--- src/rtl/acondicionador_botones_pkg.sv ---
// Shared types and default timing constants for the button conditioner.
package acondicionador_botones_pkg;

    // Per-button repeat sequencer states.
    typedef enum logic [1:0] {
        ST_IDLE   = 2'd0,
        ST_HOLD   = 2'd1,
        ST_REPEAT = 2'd2
    } estado_t;

    // Defaults for a 100 MHz clock: 10 ms debounce, 500 ms hold, 100 ms repeat.
    localparam int unsigned DEB_CYC_DEF  = 1000000;
    localparam int unsigned HOLD_CYC_DEF = 50000000;
    localparam int unsigned REP_CYC_DEF  = 10000000;
    localparam int unsigned CNT_W_DEF    = 26;

endpackage

--- src/rtl/acondicionador_botones_antirrebote.sv ---
// One button channel: 2-flop synchroniser, debouncer and rising-edge flag.
// The edge flag is registered alongside estable so both change on the same edge.
module antirrebote
    import acondicionador_botones_pkg::*;
#(
    parameter int unsigned DEB_CYC = DEB_CYC_DEF,
    parameter int unsigned CNT_W   = CNT_W_DEF
) (
    input  logic clk,
    input  logic rst,
    input  logic btn_raw,
    output logic estable,
    output logic sube
);

    logic             sync1_q, sync2_q;
    logic             estable_q, estable_d;
    logic             sube_q, sube_d;
    logic [CNT_W-1:0] cnt_q, cnt_d;

    // Debounce: count consecutive cycles of disagreement, toggle on the last one.
    always_comb begin
        estable_d = estable_q;
        cnt_d     = '0;
        if (sync2_q != estable_q) begin
            if (cnt_q == CNT_W'(DEB_CYC - 1)) begin
                estable_d = ~estable_q;
            end else begin
                cnt_d = cnt_q + CNT_W'(1);
            end
        end
        sube_d = estable_d & ~estable_q;
    end

    // Synchroniser chain and debouncer state.
    always_ff @(posedge clk or negedge rst) begin
        if (!rst) begin
            sync1_q   <= 1'b0;
            sync2_q   <= 1'b0;
            estable_q <= 1'b0;
            sube_q    <= 1'b0;
            cnt_q     <= '0;
        end else begin
            sync1_q   <= btn_raw;
            sync2_q   <= sync1_q;
            estable_q <= estable_d;
            sube_q    <= sube_d;
            cnt_q     <= cnt_d;
        end
    end

    assign estable = estable_q;
    assign sube    = sube_q;

endmodule

--- src/rtl/acondicionador_botones.sv ---
// Button conditioner top: two debounced channels, per-button press/auto-repeat
// sequencers and mutual exclusion between the two buttons.
//
// state     | meaning
// ----------+-------------------------------------------------------------
// ST_IDLE   | waiting for a fresh debounced press
// ST_HOLD   | press accepted, counting down to the first repeat pulse
// ST_REPEAT | auto-repeat, one pulse every REP_CYC cycles
//
// While both buttons are held the sequencers freeze with counters cleared.
// On the cycle after the lock ends, the button still held restarts in
// ST_HOLD with a full hold count, as if it had just been pressed, but
// without the press pulse.
module acondicionador_botones
    import acondicionador_botones_pkg::*;
#(
    parameter int unsigned DEB_CYC  = DEB_CYC_DEF,
    parameter int unsigned HOLD_CYC = HOLD_CYC_DEF,
    parameter int unsigned REP_CYC  = REP_CYC_DEF,
    parameter int unsigned CNT_W    = CNT_W_DEF
) (
    input  logic       clk,
    input  logic       rst,
    input  logic [1:0] btn_raw,
    input  logic       EN,
    output logic [1:0] botones,
    output logic [1:0] estable
);

    logic [1:0]       estable_w, sube_w;
    estado_t          estado_q [2];
    estado_t          estado_d [2];
    logic [CNT_W-1:0] cnt_q [2];
    logic [CNT_W-1:0] cnt_d [2];
    logic             bloqueo_q, bloqueo_d;
    logic [1:0]       botones_q, botones_d;
    logic [1:0]       pulso;

    for (genvar g = 0; g < 2; g++) begin : g_canal
        antirrebote #(
            .DEB_CYC (DEB_CYC),
            .CNT_W   (CNT_W)
        ) u_antirrebote (
            .clk     (clk),
            .rst     (rst),
            .btn_raw (btn_raw[g]),
            .estable (estable_w[g]),
            .sube    (sube_w[g])
        );
    end

    // Sequencer next-state and pulse generation, in priority order:
    // disable/release, both-held lock, lock exit, normal press/repeat.
    always_comb begin
        bloqueo_d = estable_w[0] & estable_w[1];
        pulso     = 2'b00;
        for (int i = 0; i < 2; i++) begin
            estado_d[i] = estado_q[i];
            cnt_d[i]    = cnt_q[i];
            if (!EN || !estable_w[i]) begin
                estado_d[i] = ST_IDLE;
                cnt_d[i]    = '0;
            end else if (bloqueo_d) begin
                cnt_d[i]    = '0;
            end else if (bloqueo_q) begin
                estado_d[i] = ST_HOLD;
                cnt_d[i]    = CNT_W'(HOLD_CYC - 1);
            end else begin
                case (estado_q[i])
                    ST_IDLE: begin
                        if (sube_w[i]) begin
                            pulso[i]    = 1'b1;
                            estado_d[i] = ST_HOLD;
                            cnt_d[i]    = CNT_W'(HOLD_CYC - 1);
                        end
                    end
                    ST_HOLD, ST_REPEAT: begin
                        if (cnt_q[i] == '0) begin
                            pulso[i]    = 1'b1;
                            estado_d[i] = ST_REPEAT;
                            cnt_d[i]    = CNT_W'(REP_CYC - 1);
                        end else begin
                            cnt_d[i]    = cnt_q[i] - CNT_W'(1);
                        end
                    end
                    default: begin
                        estado_d[i] = ST_IDLE;
                        cnt_d[i]    = '0;
                    end
                endcase
            end
        end
        botones_d = (pulso == 2'b11) ? 2'b00 : pulso;
    end

    // Sequencer state, counters, lock history and registered output pulses.
    always_ff @(posedge clk or negedge rst) begin
        if (!rst) begin
            for (int i = 0; i < 2; i++) begin
                estado_q[i] <= ST_IDLE;
                cnt_q[i]    <= '0;
            end
            bloqueo_q <= 1'b0;
            botones_q <= 2'b00;
        end else begin
            for (int i = 0; i < 2; i++) begin
                estado_q[i] <= estado_d[i];
                cnt_q[i]    <= cnt_d[i];
            end
            bloqueo_q <= bloqueo_d;
            botones_q <= botones_d;
        end
    end

    assign botones = botones_q;
    assign estable = estable_w;

endmodule

--- config.mk ---
export PLATFORM = sky130hd
export DESIGN_NAME = acondicionador_botones
export DESIGN_NICKNAME = d
export VERILOG_FILES = /design/src/rtl/acondicionador_botones_pkg.sv /design/src/rtl/acondicionador_botones_antirrebote.sv /design/src/rtl/acondicionador_botones.sv
export SDC_FILE = /design/constraint.sdc
export NUM_CORES = 1
export LEC_CHECK = 0
export ABC_AREA = 1
export CAP_MARGIN = 20
export CORE_UTILIZATION = 50
export DETAILED_ROUTE_END_ITERATION = 8
export PLACE_DENSITY = 0.68
export REMOVE_ABC_BUFFERS = 1
export SYNTH_ARGS = -nofsm -noshare
export SYNTH_HDL_FRONTEND = slang
export SYNTH_SLANG_ARGS = --single-unit
--- constraint.sdc ---
create_clock -name clk -period 1.4 [get_ports clk]
set_input_delay 0.21 -clock clk [delete_from_list [all_inputs] [get_ports clk]]
set_output_delay 0.21 -clock clk [all_outputs]
set_load 0.005 [all_outputs]
Word level (Yosys, flattened, before mapping)
Index checks and enable logic that the tools add are counted. W data, S select, Z words.

Flip-flop bits (word level): 119. Input bits: 5. Output and inout bits: 4.

Add/sub/neg operators: 4. Equality and inequality tests: 17. Mux-type cells: 45. Bitwise logic cells: 5. Reductions and logical operators: 13.

Operators by type and width (count): $mux W26 (14); $pmux W26 S2 (2); $add A26 B1 Y26 const B (2); $eq A26 B20 Y1 const B (2); $logic_not A26 Y1 (2); $sub A26 B1 Y26 const B (2); $mux W2 (11); $mux W1 (14); $ne A5 B4 Y1 const B (2); $ne A4 B3 Y1 const B (2); $ne A4 B4 Y1 const B (2); $pmux W2 S2 (2); $eq A2 B2 Y1 const B (3); $reduce_and A3 Y1 (2); $eq A2 B1 Y1 const B (2); $logic_not A2 Y1 (2); $ne A2 B1 Y1 const B (2); $pmux W1 S2 (2); $reduce_or A2 Y1 (2); $and A1 B1 Y1 (3); $logic_not A1 Y1 (3); $logic_or A1 B1 Y1 (2); $ne A1 B1 Y1 (2); $not A1 Y1 (2).

Longest topological paths before layout
Gate-level depths: netlist (run 1).

Word-level depth: 8. Depth in mapped cells: 12. Mapped depth without buffers: 12.

Cells and area by module
Synthesis (run 1) repeated with hierarchy kept, for this count alone.

Cells, all modules: 1123. Area, all modules: 7841.3 µm².

By module, submodules not included: acondicionador_botones (times used 1, cells an instance 648, area an instance 4404.2 µm², sequential area each 1476.4 µm²); antirrebote at g_canal[1].u_antirrebote (times used 1, cells an instance 238, area an instance 1721.7 µm², sequential area each 750.7 µm²); antirrebote at g_canal[0].u_antirrebote (times used 1, cells an instance 237, area an instance 1715.4 µm², sequential area each 750.7 µm²).

Worst setup path after synthesis (run 1)
OpenSTA, ideal clock, no wires.

Kind: register to register. Start point: register cnt_q[0] (netlist bit). End point: register cnt_q[13] (netlist bit). Arrival: 1425 ps. Required time: 1272 ps. Slack: -153 ps. Cell stages (with the launch flop): 12. Buffers on the path: 0. Cells stage by stage: dfrtp_1 > inv_1 > ha_1 > nand2_2 > nor2_8 > nand2_1 > nor2_1 > nor2_2 > nand2_1 > nand2_1 > nand2_1 > o21ai_1.

Word-level cells in the longest chain between the ends: 6.

RTL lines: start: declaration (RTL line acondicionador_botones.sv:33) `logic [CNT_W-1:0] cnt_q [2];`; start signal: indexed assignment (RTL line acondicionador_botones.sv:108) `cnt_q[i] <= cnt_d[i];`; $sub A26 B1 Y26 / $logic_not A26 Y1 (equally long branches) (RTL line acondicionador_botones.sv:83, acondicionador_botones.sv:78); $mux W26 * (RTL line acondicionador_botones.sv:78) `if (cnt_q[i] == '0) begin`; $pmux W26 S2 * (RTL line acondicionador_botones.sv:69) `case (estado_q[i])`; $mux W26 * (RTL line acondicionador_botones.sv:65) `end else if (bloqueo_q) begin`; $mux W26 * (RTL line acondicionador_botones.sv:63) `end else if (bloqueo_d) begin`; $mux W26 * (RTL line acondicionador_botones.sv:60) `if (!EN || !estable_w[i]) begin`.

Every way passes the cells marked *; elsewhere a longest branch is shown, timed or not. A chain may end at the register's enable or synchronous reset.

Worst setup path in the final report (run 1)
Start point: register cnt_q[45] (netlist bit). End point: register cnt_q[51] (netlist bit).

The elaborated chain is that of the path after synthesis.

==> results of run 1 <==
==> registers in the layout, summed over array words and instances (netlist names) <==
name,flops
g_canal.u_antirrebote.cnt_q,52
g_canal.u_antirrebote.sube,2
cnt_q,52
g_canal.u_antirrebote.sync2_q,2
estado_q,4
g_canal.u_antirrebote.estable,2
g_canal.u_antirrebote.sync1_q,2
botones,2
bloqueo_q,1
==> cells by family (layout without fill, tap and decap cells) <==
| family | after synthesis | in the layout | share of synthesized area [%] |
|---|---|---|---|
| xor gates and xnor gates | 42 | 42 | 4.848 |
| buffers and inverters | 132 | 461 | 7.009 |
| and+or+nand+nor | 722 | 724 | 42.78 |
| AOI/OAI and AO/OA | 63 | 63 | 4.799 |
| DFF | 119 | 119 | 39.25 |
| adders and majority gates | 8 | 8 | 1.319 |
==> per-stage QoR <==
stage	cell area (um^2)	setup TNS (ns)	worst slack [ns]
after floorplan	7476	-29.22	-0.4985
after global placement	9495	-13.39	-0.2699
after detailed placement	9495	-17.49	-0.3597
after CTS	11430	-8.743	-0.2225
after global routing	12940	-28.62	-0.6278
final	12940	-24.28	-0.5135
==> path summary, 6_finish.rpt <==
| check | end | start | slack [ns] |
|---|---|---|---|
| setup / recovery | cnt_q[51]$_DFFE_PN0P_ | cnt_q[45]$_DFFE_PN0P_ | -0.51 |
| hold / removal | cnt_q[1]$_DFFE_PN0P_ | rst | 0.15 |
| setup reg to reg | cnt_q[51]$_DFFE_PN0P_ | cnt_q[45]$_DFFE_PN0P_ | -0.51 |
| hold reg to reg | g_canal[0].u_antirrebote.sync2_q$_DFF_PN0_ | g_canal[0].u_antirrebote.sync1_q$_DFF_PN0_ | 0.35 |
| max in group asynchronous | g_canal[1].u_antirrebote.cnt_q[8]$_DFF_PN0_ | rst | 0.69 |
| min in group clk | g_canal[0].u_antirrebote.sync1_q$_DFF_PN0_ | btn_raw[0] | 0.19 |
==> what timing repair did <==
item / in CTS / in global routing
buffers inserted: 51 / 51
cloned: 6 / 2
hold endpoints to repair: 119 / 0
hold buffers: 1 / 0
endpoints found under the setup margin: 100 / 113
pin swaps: 72 / 167
gates resized for setup: 248 / 330
==> routing by layer <==
| layer | share of wire [%] | up-vias | track usage, % | wire, um |
|---|---|---|---|---|
| met5 | 0 | - | 0 | 0 |
| met4 | 8.9 | 0 | 16.50 | 3255 |
| met3 | 11 | 369 | 6.418 | 4106 |
| met2 | 46 | 1002 | 58.46 | 17000 |
| met1 | 33 | 4781 | 39.12 | 12250 |
| li1 | - | 4123 | - | - |
==> Yosys cell counts (6+ instances only) <==
cell type,instances,area [um^2]
nand2_2,9,56.30
nand2_1,317,1190
clkbuf_1,8,30.03
buf_4,6,45.04
nand3_1,108,540.5
or2_2,9,56.30
ha_1,8,100.1
xor2_1,28,245.2
nand4_1,28,175.2
o21ai_1,9,45.04
nor3_1,29,145.1
inv_1,107,401.6
dfrtp_1,119,2978
nor2_2,12,75.07
a21oi_1,20,100.1
xnor2_1,14,122.6
nor2_4,6,67.56
o21ai_0,20,100.1
nor2_1,181,679.4
==> area by class of cell <==
| cell class | count | area, um^2 |
|---|---|---|
| Multi-Input combinational cell | 837 | 5807 |
| Fill cell | 530 | 1700 |
| Tap cell | 184 | 230.2 |
| Inverter | 112 | 455.4 |
| Sequential cell | 119 | 2995 |
| Clock inverter | 10 | 200.2 |
| Clock buffer | 20 | 456.7 |
| Timing Repair Buffer | 319 | 2799 |
==> power groups by stage <==
stage	combinational (W)	sequential (W)	clock (W)
after floorplan	0.0000529	0.00353	0
after global placement	0.000204	0.00353	0
after detailed placement	0.000208	0.00353	0
after CTS	0.000229	0.00348	0.00497
after global routing	0.000313	0.00349	0.00524
final	0.000294	0.00349	0.00512
==> impl_metrics.py, run 1 <==
metrics = {
    "clock_tree": {
        "clk_path_buf_depth": 2,
        "ctsHtreeMaxLevel": 4,
        "clock_latency_ns": 0.45,
        "clock-sinks": 119,
        "cts_buffers": 17,
        "path_clk_slew_ns": 0.06,
        "root_buffer": "clkbuf_16",
        "cts_tree": "built",
    },
    "floorplan": {
        "num_io_pins": 9,
        "core_area_mm2": 0.01464,
        "start_util_pct": 51.81,
        "die_y_um": 125.2,
        "rows": 44,
        "dieArea_mm2": 0.01567,
        "die_width_um": 125.2,
    },
    "drt": {
        "viasPerCell": 6.418,
        "vias": 10280,
        "ant_nets": 0,
        "wire_per_inst_um": 22.87,
        "dr.pass1.iters": 6,
        "wl_um": 36610,
        "drt_iter0_drc": 1543,
        "drcViolationCount": 0,
    },
    "logic_synthesis": {
        "synthArstFlopShare_pct": 100.0,
        "syn_area_per_cell_um2": 6.986,
        "netlist-cell-type-count": 42,
        "ys_warn_count": 0,
        "yosys_register_bits": 119,
        "synthCells": 1086,
        "synth_edf_count": 0,
        "synth_area_mm2": 0.007587,
        "synthFlopType": "dfrtp_1",
        "yosysSeqAreaShare_pct": 39.25,
    },
    "layout": {
        "nets": 1419,
        "layout_commonest_cell": "buf_4",
        "layout_common_cells": "239 x buf_4, 208 x nand2_1, 105 x dfrtp_1",
        "diodes": 0,
        "drive_gt1_share_pct": 53.78,
        "fin_cells": 1601,
        "final_core_util_pct": 88.39,
        "syn_to_final_growth_pct": 70.60,
    },
    "power_and_ir_drop": {
        "pwr_density_cell_mw_per_mm2": 687.4,
        "switching_share_pct": 21.76,
        "intPower_w": 0.006961,
        "p_seq_share_pct": 39.2,
        "p_clk_share_pct": 57.5,
        "p_switching_w": 0.001937,
        "power_w": 0.008898,
        "power_frac_comb_pct": 3.3,
        "vdd_ir_drop_max_mv": 1.095,
        "static-leakage-power_nw": 6.343,
    },
    "sta": {
        "setup_viol": 113,
        "rsz0062_at_grt": "yes",
        "setup_ws_ns": -0.5135,
        "min_period_ns": 1.914,
        "fmax_ghz": 0.5226,
        "worst_pin_slew_ns": 0.3694,
        "max_slew_margin_pct": 75.11,
        "hold_viol_final": 0,
        "finalCritPeriodShare_pct": 136.7,
        "slew_viol_final": 0,
        "finClkSkew_ns": 0.01272,
        "timing.hold.ws_ns": 0.1511,
    },
    "setup_path": {
        "critPathLaunchType": "flip-flop",
        "slowest_stage": "dfrtp_1",
        "worst-setup-path-type": "flip-flop to flip-flop",
        "cp_common_cell": "nand2_1",
        "end_kind": "flip-flop",
        "rr_worst_depth": 11,
        "path_depth": 11,
        "required_ns": 1.74,
        "path_cells": "buf_4 > nor2_1 > nand2_2 > nor2_1 > nand2_1 > nor2_1 > nand2_1 > nand3_2 > nand2_1 > nand2_2 > nand2_1",
        "slowest_delay_ns": 0.41,
        "path_max_fanout": 4,
        "crit_arrival_ns": 2.25,
        "cp_num_buf_inv": 1,
        "crit_family": "simple AND/OR/NAND/NOR gates",
    },
    "global_routing": {
        "antenna_found_initial": 0,
        "grt-ovfl-total": 0,
        "grt_max_degree": 54,
        "grt_util_all_layers_pct": 33.34,
        "grt_pass1_vias": 8778,
        "grt_first_pass_wirelength_um": 41630,
    },
    "place": {
        "gp_congestion": 0.9567,
        "place_hpwl_um": 15080,
        "dpl.cell_count": 1469,
        "io_buffer_count": 8,
    },
    "outcome": {
        "violations": "negative setup slack",
        "status": "complete, but fails checks",
    },
    "run": {
        "cap_violations": 0,
    },
    "hold_path": {
        "hp-class": "input port to async pin",
    },
}
No activity file was read; power rests on OpenSTA's default activity.
==> run 2, diff against run 1 <==
CORE_UTILIZATION = 35   (was 50)
PLACE_DENSITY = default   (was 0.68)
==> run 2 against run 1 <==
Against the previous run:
- the run still ends with negative setup slack left
- register-to-register slack better by 0.24 ns
- power down 9.1%
- routed wire length down 33%
- clock skew down 0.0042 ns
- non-clock buffer count down 13
- clock-buffer cell count down 2
- via count down 18%
- flip-flop and latch count unchanged
- sequential share of layout area up 1.0 points
- sequential power about the same
==> impl_metrics.py, run 2 (synthesis results as in run 1) <==
metrics = {
    "layout": {
        "syn_to_final_growth_pct": 63.29,
        "final_core_util_pct": 58.57,
        "layout_commonest_cell": "nand2_1",
        "layout_common_cells": "253 x nand2_1, 247 x buf_4, 107 x nor2_1",
        "fin_area_mm2": 0.01239,
        "multi_input_area_mm2": 0.005448,
        "num-fill-cells": 1745,
        "fin_cells": 1681,
        "nets": 1406,
        "ff_latch_area_mm2": 0.002995,
        "reg_top3": "cnt_q (52), g_canal.u_antirrebote.cnt_q (52), estado_q (4)",
        "diodes": 0,
        "drive_gt1_share_pct": 48.08,
    },
    "outcome": {
        "status": "complete, but fails checks",
        "violations": "negative setup slack",
    },
    "power_and_ir_drop": {
        "p_clk_share_pct": 53.8,
        "p_seq_share_pct": 43.0,
        "switching_share_pct": 23.60,
        "vdd_ir_drop_max_mv": 0.7045,
        "power_frac_comb_pct": 3.2,
        "p_switching_w": 0.001908,
        "pwr_density_cell_mw_per_mm2": 652.6,
        "intPower_w": 0.006178,
        "power_w": 0.008085,
        "static-leakage-power_nw": 6.006,
    },
    "sta": {
        "setup_ws_ns": -0.2701,
        "hold_viol_final": 0,
        "max_slew_margin_pct": 72.38,
        "slew_viol_final": 0,
        "rsz0062_at_grt": "yes",
        "setup_viol": 93,
        "finalCritPeriodShare_pct": 119.3,
        "worst_pin_slew_ns": 0.4121,
        "min_period_ns": 1.670,
        "setup-tns-final_ns": -11.74,
        "fmax_ghz": 0.5988,
        "finClkSkew_ns": 0.008551,
    },
    "global_routing": {
        "grt_max_degree": 39,
        "grt_util_all_layers_pct": 21.30,
        "antenna_found_initial": 0,
        "grt_pass1_vias": 7756,
        "grt-ovfl-total": 0,
        "grt_first_pass_wirelength_um": 37490,
    },
    "place": {
        "io_buffer_count": 8,
        "placedInstanceArea_mm2": 0.009664,
        "place_hpwl_um": 15230,
        "dpl.cell_count": 1574,
        "gp_congestion": 0.8901,
    },
    "floorplan": {
        "rows": 53,
        "dieArea_mm2": 0.02227,
        "start_util_pct": 35.87,
        "core_area_mm2": 0.02115,
        "num_io_pins": 9,
        "die_y_um": 149.2,
        "die_width_um": 149.2,
    },
    "clock_tree": {
        "root_buffer": "clkbuf_16",
        "clk_path_buf_depth": 2,
        "clock_latency_ns": 0.43,
        "cts_buffers": 17,
        "path_clk_slew_ns": 0.06,
        "ctsHtreeMaxLevel": 4,
        "cts_tree": "built",
        "clock-sinks": 119,
    },
    "setup_path": {
        "slowest_delay_ns": 0.39,
        "worst-setup-path-type": "flip-flop to flip-flop",
        "critPathLaunchType": "flip-flop",
        "path_max_fanout": 5,
        "end_kind": "flip-flop",
        "crit_arrival_ns": 2.03,
        "required_ns": 1.76,
        "slowest_stage": "dfrtp_1",
        "path_cells": "inv_2 > ha_4 > nand2_4 > nor2_4 > nand2_2 > nor2_4 > nand4_4 > nand3_2 > nand2_2 > nand2_1",
    },
    "drt": {
        "drcViolationCount": 0,
        "viasPerCell": 4.983,
        "dr.pass1.iters": 5,
        "wire_per_inst_um": 14.60,
        "drt_iter0_drc": 522,
        "ant_nets": 0,
        "vias": 8376,
        "wl_um": 24550,
    },
    "hold_path": {
        "hp-class": "input port to flip-flop",
    },
    "run": {
        "cap_violations": 0,
    },
}
==> run 2: cell types whose count changed in the layout (fill, tap and decap cells not counted), sizes merged <==
cell,before,now
clkbuf,23,21
inv,112,114
bufinv,6,2
clkinv,4,5
buf,310,297
clkinvlp,0,5
==> run 2: worst max-delay path: cells and delay by family, from the launching register on <==
family                   cells  cell delay [ns]
adder cells (fa/ha/maj)      1             0.15
buffers and inverters        1             0.08
flip-flops                   1             0.39
AND/OR/NAND/NOR              8             0.98
==> run 2: power groups by stage <==
stage	Clock [W]	Combinational [W]	Sequential [W]
finish	0.00435	0.000255	0.00348
global route	0.00460	0.000283	0.00348
CTS	0.00443	0.000224	0.00347
detailed placement	0	0.000211	0.00353
global placement	0	0.000209	0.00353
floorplan	0	0.0000529	0.00353
==> run 2: final cells by class <==
cell class / instances / share of cell area, %
Clock buffer: 18 / 3.464
Clock inverter: 14 / 1.202
Inverter: 112 / 3.585
Multi-Input combinational cell: 837 / 43.97
Sequential cell: 119 / 24.18
Tap cell: 275 / 2.777
Timing Repair Buffer: 306 / 20.82
==> run 2: metal layers <==
layer  vias to the layer above  GRT usage, %  part of all wire [%]
met3                        39         3.670                   4.1
met2                       218         36.05                    51
met5                         -             0                     0
met4                         0         6.020                   1.6
li1                       4098             -                     -
met1                      4021         27.78                    44
==> run 2: repair_timing <==
item | 4_1_cts | 5_1_grt
setup endpoints to repair | 102 | 106
endpoints found under the hold margin | 23 | 0
resized for setup | 225 | 218
setup buffers | 23 | 47
pin swaps | 82 | 122
cloned | 4 | 2
hold buffers | 1 | 0
==> run 2: final timing paths <==
check,start,to,slack (ns),depth (start not counted)
worst max-delay path,cnt_q[27]$_DFFE_PN0P_,cnt_q[38]$_DFFE_PN0P_,-0.27,10
worst min-delay path,btn_raw[0],g_canal[0].u_antirrebote.sync1_q$_DFF_PN0_,0.22,1
worst max register to register,cnt_q[27]$_DFFE_PN0P_,cnt_q[38]$_DFFE_PN0P_,-0.27,10
worst min register to register,g_canal[1].u_antirrebote.sync1_q$_DFF_PN0_,g_canal[1].u_antirrebote.sync2_q$_DFF_PN0_,0.35,0
max in group asynchronous,rst,g_canal[0].u_antirrebote.cnt_q[13]$_DFF_PN0_,0.55,3
min in group asynchronous,rst,g_canal[1].u_antirrebote.cnt_q[14]$_DFF_PN0_,0.23,2
==> run 2: per-stage QoR <==
step           hold WS [ns]  setup slack (ns)
4_1_cts              0.2087           -0.2644
2_1_floorplan      -0.08559           -0.4985
3_3_place_gp         0.1373           -0.3556
3_5_place_dp         0.1422           -0.3880
6_report             0.2186           -0.2701
5_1_grt              0.2318           -0.3658
==> run 3, diff against run 2 <==
CTS_BUF_LIST = sky130_fd_sc_hd__clkbuf_4   (was default)
==> run 3 against run 2 <==
Against the previous run:
- sequential power barely moved
- the flow still finishes with violations (negative setup slack)
- hold slack got worse by 0.17 ns
- design area fell by 2.8%
- global-route usage fell by 0.27 points
- largest cell class unchanged
- clock skew rose by 0.019 ns
==> impl_metrics.py, run 3 (synthesis results as in run 1) <==
metrics = {
    "hold_path": {
        "hp-class": "input port to flip-flop",
        "hold_start": "btn_raw[0]",
        "min_path_cells": 1,
    },
    "setup_path": {
        "end_kind": "flip-flop",
        "crit_arrival_ns": 2.22,
        "required_ns": 1.93,
        "r2r-end": "cnt_q[26]$_DFFE_PN0P_",
        "worst-setup-path-type": "flip-flop to flip-flop",
        "path_max_fanout": 5,
        "startpoint": "cnt_q[27]$_DFFE_PN0P_",
        "rrSetupSlack_ns": -0.29,
        "rr_worst_depth": 10,
        "r2r_start": "cnt_q[27]$_DFFE_PN0P_",
        "critPathLaunchType": "flip-flop",
        "endpoint": "cnt_q[26]$_DFFE_PN0P_",
    },
    "sta": {
        "setup_viol": 91,
        "worst_pin_slew_ns": 0.3542,
        "finClkSkew_ns": 0.02711,
        "fmax_ghz": 0.5900,
        "finalCritPeriodShare_pct": 121.1,
        "rsz0062_at_grt": "yes",
        "setup_ws_ns": -0.2950,
        "hold_viol_final": 0,
        "min_period_ns": 1.695,
        "slew_viol_final": 0,
        "max_slew_margin_pct": 76.30,
        "setup-tns-final_ns": -13.05,
    },
    "drt": {
        "viasPerCell": 4.913,
        "drt_iter0_drc": 486,
        "vias": 8220,
        "drcViolationCount": 0,
        "wl_um": 24030,
        "ant_nets": 0,
        "wire_per_inst_um": 14.36,
        "dr.pass1.iters": 5,
    },
    "global_routing": {
        "grt_max_degree": 39,
        "grt_pass1_vias": 7773,
        "grt-ovfl-total": 0,
        "antenna_found_initial": 1,
        "grt_first_pass_wirelength_um": 37030,
        "grt_util_all_layers_pct": 21.03,
    },
    "place": {
        "gp_congestion": 0.8901,
        "io_buffer_count": 8,
        "place_hpwl_um": 15230,
        "placedInstanceArea_mm2": 0.009664,
    },
    "power_and_ir_drop": {
        "power_frac_comb_pct": 3.9,
        "intPower_w": 0.004625,
        "p_clk_share_pct": 41.1,
        "switching_share_pct": 26.68,
        "pwr_density_cell_mw_per_mm2": 523.8,
        "p_switching_w": 0.001683,
        "static-leakage-power_nw": 5.910,
        "vdd_ir_drop_max_mv": 0.6629,
        "p_seq_share_pct": 55.0,
    },
    "clock_tree": {
        "path_clk_slew_ns": 0.12,
        "ctsHtreeMaxLevel": 4,
        "clock_latency_ns": 0.59,
        "clock-sinks": 119,
        "cts_tree": "built",
        "clk_path_buf_depth": 2,
        "cts_buffers": 17,
        "root_buffer": "clkbuf_4",
    },
    "floorplan": {
        "die_y_um": 149.2,
        "num_io_pins": 9,
        "start_util_pct": 35.87,
        "die_width_um": 149.2,
        "core_area_mm2": 0.02115,
        "rows": 53,
        "dieArea_mm2": 0.02227,
    },
    "run": {
        "cap_violations": 0,
    },
    "layout": {
        "syn_to_final_growth_pct": 58.74,
        "layout_common_cells": "259 x nand2_1, 237 x buf_4, 109 x dfrtp_1",
        "drive_gt1_share_pct": 47.75,
        "fin_area_mm2": 0.01204,
        "nets": 1397,
        "reg_top3": "cnt_q (52), g_canal.u_antirrebote.cnt_q (52), estado_q (4)",
        "layout_commonest_cell": "nand2_1",
        "final_core_util_pct": 56.94,
    },
    "outcome": {
        "violations": "negative setup slack",
        "status": "complete, but fails checks",
    },
}
## run 3: changes by cell type in the layout (fill, tap and decap cells not counted), sizes merged
cell and delta:
dlygate4sd2 -2, clkbuf -1, inv +1, clkinvlp -1, buf -6, diode +1
## run 3: power groups by stage
| stage | Clock [W] | Sequential [W] | Combinational (W) |
|---|---|---|---|
| 3_3_place_gp | 0 | 0.00353 | 0.000209 |
| 6_report | 0.00259 | 0.00347 | 0.000247 |
| 2_1_floorplan | 0 | 0.00353 | 0.0000529 |
| 3_5_place_dp | 0 | 0.00353 | 0.000211 |
| 5_1_grt | 0.00284 | 0.00347 | 0.000275 |
| 4_1_cts | 0.00265 | 0.00347 | 0.000220 |
## run 3: worst min-delay path by stage
stage,to,slack (ns)
final,g_canal[0].u_antirrebote.sync1_q$_DFF_PN0_,0.05
after global routing,g_canal[1].u_antirrebote.sync1_q$_DFF_PN0_,0.02
after CTS,g_canal[1].u_antirrebote.cnt_q[14]$_DFF_PN0_,0.04
after detailed placement,g_canal[1].u_antirrebote.cnt_q[14]$_DFF_PN0_,0.14
after global placement,g_canal[1].u_antirrebote.cnt_q[14]$_DFF_PN0_,0.14
after floorplan,bloqueo_q$_DFF_PN0_,-0.09
## run 3: per-layer routing
layer / track usage [%] / up-vias / share of wire (%)
met5: 0 / - / 0
met4: 7.398 / 0 / 2.7
met3: 3.180 / 62 / 3.8
met2: 35.40 / 181 / 50
met1: 27.33 / 3891 / 44
li1: - / 4086 / -
## run 3: through the flow
step	hold WS, ns	std cells	total power [W]	setup WS [ns]
floorplan	-0.08559	1066	0.003588	-0.4985
global placement	0.1373	1574	0.003744	-0.3556
detailed placement	0.1422	1574	0.003746	-0.3880
CTS	0.03531	1634	0.006336	-0.2584
global route	0.02313	1673	0.006583	-0.3842
finish	0.05318	1673	0.006309	-0.2950
## run 3: worst max-delay path, cell delays in order (launching register included)
cell	delay, ns
dfrtp_1	0.41
inv_2	0.08
ha_4	0.15
nand2_4	0.06
nor2_4	0.19
nand2_2	0.10
nor2_4	0.19
nand4_4	0.22
nand3_1	0.12
nand2_1	0.05
nand2_1	0.06
## run 3: timing repair
item | 4_1_cts | 5_1_grt
setup endpoints to repair | 104 | 109
pin swaps | 91 | 115
cloned | 4 | 0
hold buffers | 1 | 0
hold endpoints to repair | 119 | 0
resized for setup | 250 | 209
setup buffers | 23 | 38
## run 3: area by class of cell
cell class              count  area, um^2
diodes                      1       2.502
repair buffers            297        2475
flip-flops and latches    119        2990
clock buffers              18       135.1
well taps                 275       344.1
clock inverters            14       148.9
inverters                 112       442.9
multi-input cells         837        5505
fillers                  1828        9110
